--- src/rtl/imem_loader_if.sv ---
// imem_loader_if: valid/ready instruction stream feeding the loader
interface imem_loader_if #(parameter int WORD_W = 6);
    logic                valid;
    logic [3*WORD_W-1:0] data;
    logic                last;
    logic                ready;
    modport master(output valid, data, last, input ready);
    modport slave(input valid, data, last, output ready);
endinterface

--- src/rtl/imem_loader.sv ---
// imem_loader: splits each instruction into three MSB-first word writes; IMEM_LOADER_CHECKSUM_EN adds an XOR checksum port
module imem_loader #(
    parameter int DEPTH  = 128,
    parameter int ADDR_W = 7,
    parameter int WORD_W = 6
) (
    input  logic              clk,
    input  logic              rst,
    input  logic              i_start,
    imem_loader_if.slave      s_in,
    output logic              o_mem_we,
    output logic [ADDR_W-1:0] o_mem_addr,
    output logic [WORD_W-1:0] o_mem_wdata,
    output logic              o_run,
    output logic              o_err,
    output logic [ADDR_W-1:0] o_instr_count
`ifdef IMEM_LOADER_CHECKSUM_EN
    ,
    output logic [WORD_W-1:0] o_checksum
`endif
);
    typedef enum logic [2:0] {IDLE, ACCEPT, WR0, WR1, WR2, DONE, ERR} state_t;
    localparam logic [ADDR_W:0] PTR_MAX = (ADDR_W+1)'(DEPTH - 3);
    state_t              r_state, w_next;
    logic [ADDR_W:0]     r_ptr;
    logic [ADDR_W-1:0]   r_count, r_addr, w_addr;
    logic [WORD_W-1:0]   r_wdata, w_word;
    logic [3*WORD_W-1:0] r_instr;
    logic                r_last, w_ready, w_hs, w_restart, w_wr_next;
    logic [1:0]          w_off;
    always_comb begin
        w_ready   = r_state == ACCEPT && r_ptr <= PTR_MAX;
        w_hs      = w_ready && s_in.valid;
        w_restart = i_start && (r_state == IDLE || r_state == DONE || r_state == ERR);
        w_next    = r_state;
        case (r_state)
            IDLE, DONE, ERR: w_next = i_start ? ACCEPT : r_state;
            ACCEPT:          w_next = !w_ready ? ERR : s_in.valid ? WR0 : ACCEPT;
            WR0:             w_next = WR1;
            WR1:             w_next = WR2;
            WR2:             w_next = r_last ? DONE : ACCEPT;
            default:         w_next = IDLE;
        endcase
        // Address/data are registered one cycle ahead so they line up with the Moore write enable
        w_wr_next = w_next inside {WR0, WR1, WR2};
        w_off     = r_state == WR0 ? 2'd1 : r_state == WR1 ? 2'd2 : 2'd0;
        w_addr    = ADDR_W'(r_ptr + (ADDR_W+1)'(w_off));
        w_word    = r_state == ACCEPT ? s_in.data[3*WORD_W-1 -: WORD_W]
                  : r_state == WR0    ? r_instr[2*WORD_W-1 -: WORD_W]
                  :                     r_instr[WORD_W-1:0];
    end
    always_ff @(posedge clk) begin
        if (rst) begin
            r_state <= IDLE;
            r_ptr   <= '0;
            r_count <= '0;
            r_addr  <= '0;
            r_wdata <= '0;
            r_instr <= '0;
            r_last  <= 1'b0;
        end else begin
            r_state <= w_next;
            if (w_restart) begin
                r_ptr   <= '0;
                r_count <= '0;
            end
            if (w_hs) begin
                r_instr <= s_in.data;
                r_last  <= s_in.last;
            end
            if (r_state == WR2) begin
                r_ptr   <= r_ptr + (ADDR_W+1)'(3);
                r_count <= r_count + 1'b1;
            end
            if (w_wr_next) begin
                r_addr  <= w_addr;
                r_wdata <= w_word;
            end
        end
    end
`ifdef IMEM_LOADER_CHECKSUM_EN
    logic [WORD_W-1:0] r_csum;
    always_ff @(posedge clk)
        r_csum <= (rst || w_restart) ? '0 : w_wr_next ? r_csum ^ w_word : r_csum;
    assign o_checksum = r_csum;
`endif
    always_comb begin
        s_in.ready    = w_ready;
        o_mem_we      = r_state inside {WR0, WR1, WR2};
        o_mem_addr    = r_addr;
        o_mem_wdata   = r_wdata;
        o_run         = r_state == DONE;
        o_err         = r_state == ERR;
        o_instr_count = r_count;
    end
endmodule
--- src/flat_wrapper.sv ---
// flat-port wrapper written by rule: the top's interface ports become plain ports
module imem_loader_flat 
#(
    parameter int DEPTH  = 128,
    parameter int ADDR_W = 7,
    parameter int WORD_W = 6
)
  (clk, rst, i_start, o_mem_we, o_mem_addr, o_mem_wdata, o_run, o_err, o_instr_count, s_in_valid, s_in_data, s_in_last, s_in_ready);
  imem_loader_if #(.WORD_W(WORD_W)) s_in_i ();
  input  logic clk;
  input  logic rst;
  input  logic i_start;
  output logic o_mem_we;
  output logic [ADDR_W-1:0] o_mem_addr;
  output logic [WORD_W-1:0] o_mem_wdata;
  output logic o_run;
  output logic o_err;
  output logic [ADDR_W-1:0] o_instr_count;
  input wire logic [$bits(s_in_i.valid)-1:0] s_in_valid;
  input wire logic [$bits(s_in_i.data)-1:0] s_in_data;
  input wire logic [$bits(s_in_i.last)-1:0] s_in_last;
  output wire logic [$bits(s_in_i.ready)-1:0] s_in_ready;
  assign s_in_i.valid = s_in_valid;
  assign s_in_i.data = s_in_data;
  assign s_in_i.last = s_in_last;
  assign s_in_ready = s_in_i.ready;
  imem_loader #(.DEPTH(DEPTH), .ADDR_W(ADDR_W), .WORD_W(WORD_W)) u_core (.clk(clk), .rst(rst), .i_start(i_start), .s_in(s_in_i), .o_mem_we(o_mem_we), .o_mem_addr(o_mem_addr), .o_mem_wdata(o_mem_wdata), .o_run(o_run), .o_err(o_err), .o_instr_count(o_instr_count));
endmodule
--- config.mk ---
export PLATFORM = sky130hd
export DESIGN_NAME = imem_loader_flat
export DESIGN_NICKNAME = d
export VERILOG_FILES = /design/src/rtl/imem_loader_if.sv /design/src/rtl/imem_loader.sv /design/src/flat_wrapper.sv
export SDC_FILE = /design/constraint.sdc
export NUM_CORES = 1
export LEC_CHECK = 0
export CAP_MARGIN = 25
export CORE_UTILIZATION = 40
export CTS_CLUSTER_SIZE = 20
export DETAILED_ROUTE_END_ITERATION = 8
export PLACE_DENSITY_LB_ADDON = 0.1
export SYNTH_ARGS = -nofsm -noshare
export SYNTH_HDL_FRONTEND = slang
export SYNTH_SLANG_ARGS = --single-unit
--- constraint.sdc ---
create_clock -name clk -period 3.05 [get_ports clk]
set_clock_uncertainty 0.15 [all_clocks]
set_input_delay 0.61 -clock clk [delete_from_list [all_inputs] [get_ports clk]]
set_output_delay 0.61 -clock clk [all_outputs]
set_load 0.1 [all_outputs]
==> run metrics, run 1 <==
status=finished, final reports clean; Syn. warnings=0; Port-buffer cells=46; maximum net fanout on the critical path=18; combinational fraction of design power=19.4%; count of buffers added by post-CTS timing repair for setup=0; endpoint arrival time on the critical path=1.87 ns; via density per instance=5.32; layout cell share with drive strength beyond 1=16.9%; routability cong.=0.804; die area=6320 µm²; setup repair after global routing missed its margin=false; final slew viol count=0; nets in the synthesized netlist=311; DIE WIDTH=79.5 µm; total number of clock tree sinks=44; number of hold buffers added after cts=0; Clk network pwr share=29.5%; DRT Wirelength=5300 µm; Worst Setup Start Kind=register; antenna violations before repair=0; crit path max-delay cell type=sky130_fd_sc_hd__dfxtp_1; GRT Total Usage=17.6%; maximum root-to-sink buffer count=2; post-synthesis register bit count=44; power density over the cells=397 nW/µm²; FFs w/ async S/R, synth=0%; number of routed nets with antenna violations=0; net switching share of the total power=28.8%; class of the most critical setup path=reg -> out; top cell type's share of synthesized area=36.7%; ports placed on the boundary=47; final instance area=2950 µm²; number of distinct library cells after synthesis=48; clock network latency to the later pin of the worst-skew pair=0.30 ns; TritonCTS clock tree=yes; area of the core=5640 µm²; global-route wire length before repair=8690 µm; antenna diode instance count=0; Crit path required time=2.29 ns; net switching power=0.000337 W; Post-layout nets=354; Clock Pin Slew Worst Setup and Hold Paths=0.08 ns; number of design-rule violations left by the first detailed-router iteration=83; leakage=1.11 nW; largest stage delay on the critical path=0.60 ns; via count of the first global-routing pass=1838; vertical die dimension=79.5 µm; maximum number of pins on one net before global-route repair=47; Detail Placement HPWL=3710 µm; cell row count=27; combined area of all synthesized cells=2400 µm²; total clock buffers created by CTS=5; worst-margin pin slew=0.784 ns; Peak VDD IR=0.000188 V; quantity of gates resized following cts=0; aggregate global routing overflow=0; count of flip-flops with a built-in enable after synthesis=0; most area-hungry cell type in the Yosys netlist=sky130_fd_sc_hd__dfxtp_1; series of cell instances along the critical path=or3b_1 -> buf_4 -> o21ai_1 -> buf_12; type of element capturing the critical path=output pin; post-route clock period utilization=86.1%; DRC viols=0; final hold vios=0; initial core utilization=42.6%; sequential share of power=51.1%; maximum achievable frequency=0.381 GHz; Fin Setup TNS=0 ns; placed cell area=2870 µm²; post-synthesis to final-layout area growth=22.7%; detailed-route via count=2112; number of max-cap violations=0; Int Pwr=0.000834 W; setup slack of the most critical reg-to-reg path=0.56 ns; number of H-tree levels=2; TritonRoute pass-1 iters=4; Slew HR=47.7%; fin crit period=2.63 ns; average cell area after synthesis=8.51 µm²; sequential area share after synthesis=36.7%; Post-Synthesis Cells=282; final number of setup-violating endpoints=0; Clock Root Buffer=sky130_fd_sc_hd__clkbuf_8; Hold WC Path Type=reg -> reg; synth top area cells=sky130_fd_sc_hd__dfxtp_1 37%, sky130_fd_sc_hd__a21oi_1 6.3%, sky130_fd_sc_hd__mux2i_1 5.4%; Top FF cell, synth=sky130_fd_sc_hd__dfxtp_1; average wire length per cell after detail routing=13.3 µm
power groups by stage:
stage | registers, W | clock network (W) | logic, W
floorplan | 0.000639 | 0 | 0.000133
detailed placement | 0.000611 | 0 | 0.000228
CTS | 0.000598 | 0.000361 | 0.000229
global route | 0.000600 | 0.000394 | 0.000244
global placement | 0.000611 | 0 | 0.000228
finish | 0.000598 | 0.000345 | 0.000227
layer usage:
metal / global-route usage (%) / vias to the layer above / share of wire, %
li1: - / 1077 / -
met1: 25.0 / 987 / 51
met2: 26.0 / 43 / 44
met3: 4.23 / 5 / 3.9
met4: 5.27 / 0 / 0.96
met5: 0 / - / 0
worst paths after layout:
check / endpoint / start / cells past startpoint
setup reg to reg: u_core.o_mem_addr[4] / u_core.r_state[1] / 8
hold / removal: u_core.r_instr[6] / u_core.r_instr[6] / 2
setup / recovery: o_mem_we / u_core.r_state[2] / 4
hold reg to reg: u_core.r_instr[6] / u_core.r_instr[6] / 2
Yosys cell counts (2+ instances only):
master                      n
sky130_fd_sc_hd__dfxtp_1   44
sky130_fd_sc_hd__a21oi_1   30
sky130_fd_sc_hd__nor2_1    29
sky130_fd_sc_hd__nand2_1   27
sky130_fd_sc_hd__nand3_1   20
sky130_fd_sc_hd__mux2i_1   13
sky130_fd_sc_hd__nor2b_1   12
sky130_fd_sc_hd__clkbuf_1   9
sky130_fd_sc_hd__nand2b_1   8
sky130_fd_sc_hd__o21ai_0    8
sky130_fd_sc_hd__a211o_1    6
sky130_fd_sc_hd__inv_1      6
sky130_fd_sc_hd__nor3_1     6
sky130_fd_sc_hd__buf_2      5
sky130_fd_sc_hd__ha_1       5
sky130_fd_sc_hd__a311oi_1   4
sky130_fd_sc_hd__a31oi_1    4
sky130_fd_sc_hd__buf_6      3
sky130_fd_sc_hd__mux2_2     3
sky130_fd_sc_hd__mux2_4     3
sky130_fd_sc_hd__or3_1      3
sky130_fd_sc_hd__xor2_1     3
sky130_fd_sc_hd__nand4_1    2
sky130_fd_sc_hd__nand4b_1   2
sky130_fd_sc_hd__or2_2      2
sky130_fd_sc_hd__or3b_1     2
sky130_fd_sc_hd__xnor2_1    2
cell type report:
cell class / count / area [µm²]
clock buffers: 6 / 72.6
clock inverters: 1 / 5.00
fillers: 552 / 2700
inverters: 6 / 22.5
multi-input cells: 213 / 1390
flip-flops and latches: 44 / 881
well taps: 72 / 90.1
repair buffers: 55 / 488
sequential cells by signal, indices dropped and copies added (netlist names):
name                  flops
u_core.o_mem_wdata        6
u_core.r_ptr              8
u_core.r_instr           12
u_core.o_mem_addr         7
u_core.r_last             1
u_core.r_state            3
u_core.o_instr_count      7
per-stage QoR:
| step | setup WS [ns] | utilization, % | total power [W] | hold slack (ns) | std cells |
|---|---|---|---|---|---|
| after global routing | 0.316 | 52.2 | 0.00124 | 0.334 | 397 |
| after detailed placement | 0.326 | 50.8 | 0.000839 | 0.297 | 390 |
| final | 0.423 | 52.2 | 0.00117 | 0.309 | 397 |
| after CTS | 0.404 | 52.2 | 0.00119 | 0.308 | 397 |
| after floorplan | 0.115 | - | 0.000772 | 0.286 | 282 |
| after global placement | 0.385 | 50.8 | 0.000839 | 0.291 | 390 |
placed cells by master (no fill, tap or decap), types with 8 or more instances in the layout:
cell type,count
sky130_fd_sc_hd__dfxtp_1,44
sky130_fd_sc_hd__buf_4,31
sky130_fd_sc_hd__a21oi_1,30
sky130_fd_sc_hd__nor2_1,29
sky130_fd_sc_hd__nand2_1,27
sky130_fd_sc_hd__clkdlybuf4s50_1,21
sky130_fd_sc_hd__nand3_1,20
sky130_fd_sc_hd__mux2i_1,13
sky130_fd_sc_hd__nor2b_1,12
sky130_fd_sc_hd__nand2b_1,8
critical path, delay by kind of cell, from the launching register on:
family | cells | cell delay (ns)
buffers and inverters | 2 | 0.41
and+or+nand+nor | 1 | 0.39
AOI/OAI and AO/OA | 1 | 0.16
DFF | 1 | 0.60
logic make-up (layout without fill, tap and decap cells):
logic type	after synthesis	after routing	share of synthesized area, %
compound gates	61	61	17.7
xor+xnor	5	5	1.82
fa+ha+maj	6	6	3.44
buf+inv	25	68	5.78
flops	44	44	36.7
mux	19	19	8.70
simple gates	122	122	25.8
Power figures use the tool's default switching activity.
==> inputs of run 2 (changes only) <==
Settings changed: CAP_MARGIN 25 to 20.
==> results of run 2 <==
The final DEF is identical to that of run 1; final timing and power are the same.
